[src/rtl/apb_arb_pkg.sv]
// Shared types for the two-requester APB arbiter: FSM states, requester ids.
// Requester 0 is the core data port, requester 1 the auxiliary bus master.
package apb_arb_pkg;

   typedef enum logic [1:0] {
      IDLE  = 2'd0,
      ISSUE = 2'd1,
      WAIT  = 2'd2,
      DRAIN = 2'd3
   } arb_state_e;

   typedef logic req_id_t;

   localparam req_id_t REQ_CPU = 1'b0;
   localparam req_id_t REQ_AUX = 1'b1;

   function automatic logic [1:0] req_onehot(input req_id_t id);
      return (id == REQ_AUX) ? 2'b10 : 2'b01;
   endfunction

endpackage

[src/rtl/apb_arb_timeout.sv]
// Saturating WAIT-cycle counter; expired is high once TIMEOUT_CYCLES stall cycles have elapsed.
// No latency of its own; TIMEOUT_CYCLES=0 keeps expired permanently low.
module apb_arb_timeout #(
   parameter int TIMEOUT_CYCLES = 16
) (
   input  logic clk,
   input  logic reset,
   input  logic clear,
   input  logic enable,
   output logic expired
);

   localparam int CNT_W = (TIMEOUT_CYCLES > 0) ? $clog2(TIMEOUT_CYCLES + 1) : 1;

   logic [CNT_W-1:0] count;

   always_ff @(posedge clk) begin
      if (!reset) begin
         count <= '0;
      end else if (clear) begin
         count <= '0;
      end else if (enable && (count != '1)) begin
         count <= count + CNT_W'(1);
      end
   end

   assign expired = (TIMEOUT_CYCLES != 0) && (count >= CNT_W'(TIMEOUT_CYCLES));

endmodule

[src/rtl/apb_arbiter.sv]
// Round-robin arbiter serialising two requesters onto one APB master port with a WAIT timeout.
// Request-to-ready latency >= 2 cycles; requests are held by the requester until its ready pulse.
module apb_arbiter
   import apb_arb_pkg::*;
#(
   parameter int ADDR_W         = 32,
   parameter int DATA_W         = 32,
   parameter int TIMEOUT_CYCLES = 16
) (
   input  logic              clk,
   input  logic              reset,
   input  logic              transfer0,
   input  logic              transfer1,
   input  logic              write0,
   input  logic              write1,
   input  logic [ADDR_W-1:0] addr0,
   input  logic [ADDR_W-1:0] addr1,
   input  logic [DATA_W-1:0] wdata0,
   input  logic [DATA_W-1:0] wdata1,
   output logic [DATA_W-1:0] rdata0,
   output logic [DATA_W-1:0] rdata1,
   output logic              ready0,
   output logic              ready1,
   output logic              err0,
   output logic              err1,
   output logic              transfer,
   output logic              write,
   output logic [ADDR_W-1:0] addr,
   output logic [DATA_W-1:0] wdata,
   input  logic [DATA_W-1:0] rdata,
   input  logic              ready,
   output logic [1:0]        grant,
   output logic              busy
);

   arb_state_e state;
   req_id_t    owner;
   req_id_t    last_grant;
   req_id_t    pick;
   logic       expired;
   logic       done_ok;
   logic       done_err;

   // On a tie the requester that did not win last time goes first.
   always_comb begin
      pick = REQ_CPU;
      if (transfer0 && transfer1) begin
         pick = ~last_grant;
      end else if (transfer1) begin
         pick = REQ_AUX;
      end
   end

   always_ff @(posedge clk) begin
      if (!reset) begin
         state      <= IDLE;
         owner      <= REQ_CPU;
         last_grant <= REQ_AUX;
         write      <= 1'b0;
         addr       <= '0;
         wdata      <= '0;
      end else begin
         case (state)
            IDLE: begin
               if (transfer0 || transfer1) begin
                  owner      <= pick;
                  last_grant <= pick;
                  write      <= (pick == REQ_AUX) ? write1 : write0;
                  addr       <= (pick == REQ_AUX) ? addr1  : addr0;
                  wdata      <= (pick == REQ_AUX) ? wdata1 : wdata0;
                  state      <= ISSUE;
               end
            end
            ISSUE: state <= WAIT;
            WAIT: begin
               if (ready) begin
                  state <= IDLE;
               end else if (expired) begin
                  state <= DRAIN;
               end
            end
            DRAIN: begin
               if (ready) begin
                  state <= IDLE;
               end
            end
            default: state <= IDLE;
         endcase
      end
   end

   apb_arb_timeout #(
      .TIMEOUT_CYCLES (TIMEOUT_CYCLES)
   ) u_timeout (
      .clk     (clk),
      .reset   (reset),
      .clear   (state == ISSUE),
      .enable  ((state == WAIT) && !ready),
      .expired (expired)
   );

   // A real completion beats a timeout landing in the same cycle.
   assign done_ok  = (state == WAIT) && ready;
   assign done_err = (state == WAIT) && !ready && expired;

   assign transfer = (state == ISSUE);
   assign busy     = (state != IDLE);
   assign grant    = busy ? req_onehot(owner) : 2'b00;

   assign ready0 = (done_ok || done_err) && (owner == REQ_CPU);
   assign ready1 = (done_ok || done_err) && (owner == REQ_AUX);
   assign err0   = done_err && (owner == REQ_CPU);
   assign err1   = done_err && (owner == REQ_AUX);
   assign rdata0 = (done_ok && (owner == REQ_CPU)) ? rdata : '0;
   assign rdata1 = (done_ok && (owner == REQ_AUX)) ? rdata : '0;

endmodule

[config.mk]
export PLATFORM = sky130hd
export DESIGN_NAME = apb_arbiter
export DESIGN_NICKNAME = d
export VERILOG_FILES = /design/src/rtl/apb_arb_pkg.sv /design/src/rtl/apb_arb_timeout.sv /design/src/rtl/apb_arbiter.sv
export SDC_FILE = /design/constraint.sdc
export NUM_CORES = 1
export LEC_CHECK = 0
export ABC_AREA = 1
export BUFFER_PORTS_ARGS = -buffer_cell sky130_fd_sc_hd__buf_2
export CAP_MARGIN = 30
export CORE_MARGIN = 2
export CORE_UTILIZATION = 30
export DETAILED_ROUTE_END_ITERATION = 8
export PLACE_DENSITY = 0.6
export SLEW_MARGIN = 5
export SYNTH_ARGS = -nofsm -noshare
export SYNTH_HDL_FRONTEND = slang
export SYNTH_HIERARCHICAL = 1
export SYNTH_SLANG_ARGS = --single-unit
[constraint.sdc]
create_clock -name clk -period 2.45 [get_ports clk]
set_clock_uncertainty 0.15 [all_clocks]
set_input_delay 0.6125 -clock clk [delete_from_list [all_inputs] [get_ports clk]]
set_output_delay 0.6125 -clock clk [all_outputs]
set_load 0.02 [all_outputs]
-- After elaboration in Yosys (flattened, before gate mapping)
Index checks and enable logic that the tools add are counted.
- add/sub/neg operators: 1
- $lt $le $gt $ge: 1
- bitwise operators: 3
- multiply operators: 0
- multiplexer cells: 14
- reductions and logical operators: 19
- shift operators: 0
- divide/modulo/power cells: 0
- equal/unequal tests: 7
- operator list (kind ; count):
    32-bit two-way mux ; 4
    2-bit two-way mux ; 6
    1-bit logical AND ; 11
    2-bit one-hot mux with 4 select lines ; 1
    5-bit by 1-bit adder with 5-bit output, second input constant ; 1
    5-bit greater-or-equal comparator, second input constant ; 1
    5-bit != test, second input constant ; 1
    2-bit == test, second input constant ; 2
    2-bit != test, second input constant ; 2
    1-bit two-way mux ; 3
    3-bit != test, second input constant ; 1
    1-bit NOT ; 3
    3-bit AND reduction ; 1
    2-bit by 1-bit == test with 1-bit output, second input constant ; 1
    2-bit logical NOT ; 1
    1-bit logical OR ; 2
    2-bit AND reduction ; 1
    2-bit nonzero test ; 1
    2-bit OR reduction ; 1
    1-bit logical NOT ; 1
- bits in registers: 74
- output and inout port bits: 137
- bits of input ports: 167
- memory bits (writable): 0
- latch bits: 0
- ROM bits: 0
- memories kept: 0

-- Logic depth before layout (Yosys ltp)
- depth in word-level cells: 5
- gate-level depth with buffers: 9
- mapped depth without buffers: 9

-- Cells and area by module
The synthesis kept the hierarchy.
- modules (own cells, without submodules) (module ; cells an instance ; instances ; area an instance (µm²) ; seq. area each (µm²)):
    apb_arbiter ; 704 ; 1 ; 3957.5 ; 1381.3
    apb_arb_timeout ; 38 ; 1 ; 279.0 ; 100.1

-- Worst setup path after synthesis
Ideal clock, no wire load.
- kind: in2out
- from: input port ready
- to: output port rdata0[10]
- slack: 272 ps
- arrival time: 1415 ps
- cell stages on the path: 5
- buffers on the path: 1
- path through: inv_1 -> nor3_1 -> nand2_1 -> buf_2 -> nor2_1
- longest elaborated chain between the ends: 3
- RTL lines (what ; RTL line ; text):
    start, declared ; apb_arbiter.sv:31 ; input logic ready,
    1-bit logical AND ; apb_arbiter.sv:103 ; assign done_ok = (state == WAIT) && ready;
    1-bit logical AND ; apb_arbiter.sv:114 ; assign rdata0 = (done_ok && (owner == REQ_CPU)) ? rdata : '0;
    32-bit two-way mux ; apb_arbiter.sv:114 ;
    end, declared ; apb_arbiter.sv:20 ; output logic [DATA_W-1:0] rdata0,
No other way between the ends.

-- Worst setup path in the final report
- from: input port ready
- to: output port err0
- longest elaborated chain between the ends: 4
- RTL lines (what ; RTL line ; text):
    1-bit logical NOT ; apb_arbiter.sv:104 ; assign done_err = (state == WAIT) && !ready && expired;
    1-bit logical AND (2 in series) ; apb_arbiter.sv:104 ;
    1-bit logical AND ; apb_arbiter.sv:112 ; assign err0 = done_err && (owner == REQ_CPU);
    end, declared ; apb_arbiter.sv:24 ; output logic err0,
No other way between the ends.

==> results.md <==
* Crit Path Class: input port to output pin
* Core area at 13800 sq um
* Worst-path fanout max at 3
* Final min period at 2.31 ns
* Fmax at 432 MHz
* Final hold vios at 0
* Worst Setup End Kind: output pin
* Slowest cell on the critical path: nor2_1
* Vias in the first global route at about 4300
* H-tree Lvls at 3
* Mean Syn Cell Area at roughly 5.7 sq um
* CTS tree: done
* Post-Place Cells at 1191
* Logic gate share of total power at 34.4%
* PwrDens at 721 nW/um^2
* Global-route wire length before repair at 20.7 mm
* Clock slew at reported path FFs at about 0.060 ns
* Tot GR Track Use at 17.6%
* Ys Warns at 6
* Final wirelength at about 14 mm
* Slew @ Worst Pin at 0.389 ns
* Die Width at 123 microns
* Synth area leader: dfxtp_1
* Row cnt at 43
* IO buf count at 303
* CP arrival at between 1.5 and 2 ns
* Detailed placement HPWL at 10.4 mm
* CP max stage delay at ~0.21 ns
* Avg WL per Cell at 11.4 microns
* Max VDD drop at 0.000510 V
* Clock share of power at between 30% and 40%
* Post-Layout Cell Count at between 1000 and 1500
* Syn nets at 912
* I/O pin cnt at about 300
* Post-synthesis sequential area ratio at 35.0%
* Root Driver: clkbuf_16
* Clk buf depth at 2
* Slew margin rel. at 74.1%
* Nets@finish at about 1200
* Syn Inst Count at 742
* Post-synthesis instance area at between 4000 and 5000 sq um
* Die Ht at 123 microns
* Largest net degree at the start of global routing at 81
* Crit-path cells: buf_2 -> inv_1 -> nand2_1 -> nor2_1 -> nand2_1 -> nor2_1 -> buf_2
* RSZ-0062 raised after global routing: false
* Iteration-0 DRC Markers at 176
* Drt via density at between 4 and 5
* Register share of total power at around a third
* Internal at 2840 uW
* Total grt overflow at 0
* Post-CTS Setup Bufs at 0
* Final setup fails at 0
* Antenna Violating Nets Remaining at 0
* Final Cycle Share at between 90 and 100%
* Share of cells above drive strength 1 at 32.8%
* CP delay by family, top: simple AND/OR/NAND/NOR gates
* Vias at 5086
* Setup crit start kind: input port
* Starting Density at ~31%
* Yosys cell types at 19
* Gpl congestion at 0.789
* Pre-Repair DR Iteration Count at 5
* Largest cells by area after synthesis: dfxtp_1, nor2_1, nand2_1
* Share of the synthesized area in the top cell type at 35.0%
* Commonest non-fill, non-tap cells in the layout: buf_2, nor2_1, nand2_1, inv_1, dfxtp_1
* Worst-Skew Late Latency at 0.34 ns
* Ant diodes at 0
* Antenna violations before repair at 0
* PnR worst setup slack at 0.138 ns
* # DRC at 0
* Sw Share at about 36%
* Most common library cell in the layout ignoring fill and taps: buf_2
* Worst slack, placed at between 0.1 and 0.15 ns
* Synthesis-stage register bit count at 74
* Max-slew violations at 0
* Leak Pwr at 0.00394 uW
* CP Buf/Inv Count at 3
* Clock Sinks at 74
* Cts bufs inserted at 9
* Worst Hold Class: register to register
* Maxcap violations at 0
* Hold buffer count at cts at 0
* Outcome: finished, final reports clean
* Layout area overhead at 46.5%
* Switching power at 1630 uW
* Critical Path RT at between 1.5 and 2 ns
* Setup TNS at 0 ns
* Die footprint at 15100 sq um
[synth_stat cells (all sizes together)]
master and instances:
nand2 149, a21oi 6, dfxtp 74, clkbuf 18, buf 24, o21bai 1, o21ai 70, inv 111
nor2 280, ha 3, nor3 1, nand3 5
[final cells by class]
cell class,instances,area [sq um]
multi-input combinational,515,2110
timing repair buffer,311,1660
inverter,111,417
tap,180,225
clock inverter,5,78.8
sequential,74,1480
fill,1534,7620
clock buffer,11,233
[layer usage]
metal	routed length, microns	track usage (%)	up-vias	part of all wire, %
met5	0	0	-	0
met4	281	6.47	0	2.0
met1	5410	18.2	2152	39
met3	1170	6.64	20	8.5
li1	-	-	2733	-
met2	6920	32.2	181	50
[flip-flops by register name, indices dropped and copies added (netlist names)]
register         flops
last_grant           1
owner                1
write                1
addr                32
u_timeout/count      5
state                2
wdata               32
[power by group through the flow]
stage                     registers (uW)  logic [uW]  clock network, uW
after floorplan                     1790         792                  0
after global placement              1540        1550                  0
after detailed placement            1540        1550                  0
after CTS                           1520        1560               1460
after global routing                1550        1720               1500
final                               1520        1540               1420
[stage by stage]
stage	total power (uW)	utilization [%]	hold slack (ns)	area, sq um
after floorplan	2580	-	0.279	4240
after global placement	3090	42.6	0.305	5890
after detailed placement	3090	42.6	0.303	5890
after CTS	4530	44.8	0.317	6200
after global routing	4780	44.9	0.367	6210
final	4470	44.9	0.309	6210
[worst min-delay path, delay by kind of cell, from the launching register on]
kind | cells | cell delay (ns)
DFF | 1 | 0.33
and+or+nand+nor | 2 | 0.10
[cell families (layout without fill, tap and decap cells)]
family / after synthesis / after routing / synth area share, %
simple gates: 435 / 435 / 39.4
fa+ha+maj: 3 / 3 / 0.886
compound gates: 77 / 77 / 9.16
flops: 74 / 74 / 35.0
buf+inv: 153 / 438 / 15.6
[timing repair]
action | CTS | global route
gates resized for setup | 0 | 2
endpoints found under the setup margin | 0 | 64
endpoints found under the hold margin | 0 | 0
[path summary, 6_finish.rpt]
kind / from / endpoint / slack (ns) / depth (start not counted)
setup reg to reg: state[0]$_SDFFE_PN0P_ / wdata[24]$_SDFFE_PN0P_ / 0.84 / 7
hold / removal: last_grant$_SDFFE_PN1P_ / last_grant$_SDFFE_PN1P_ / 0.31 / 2
setup / recovery: ready / err0 / 0.14 / 7
hold reg to reg: last_grant$_SDFFE_PN1P_ / last_grant$_SDFFE_PN1P_ / 0.31 / 2
Note: power is estimated with default switching activity, not from simulation.
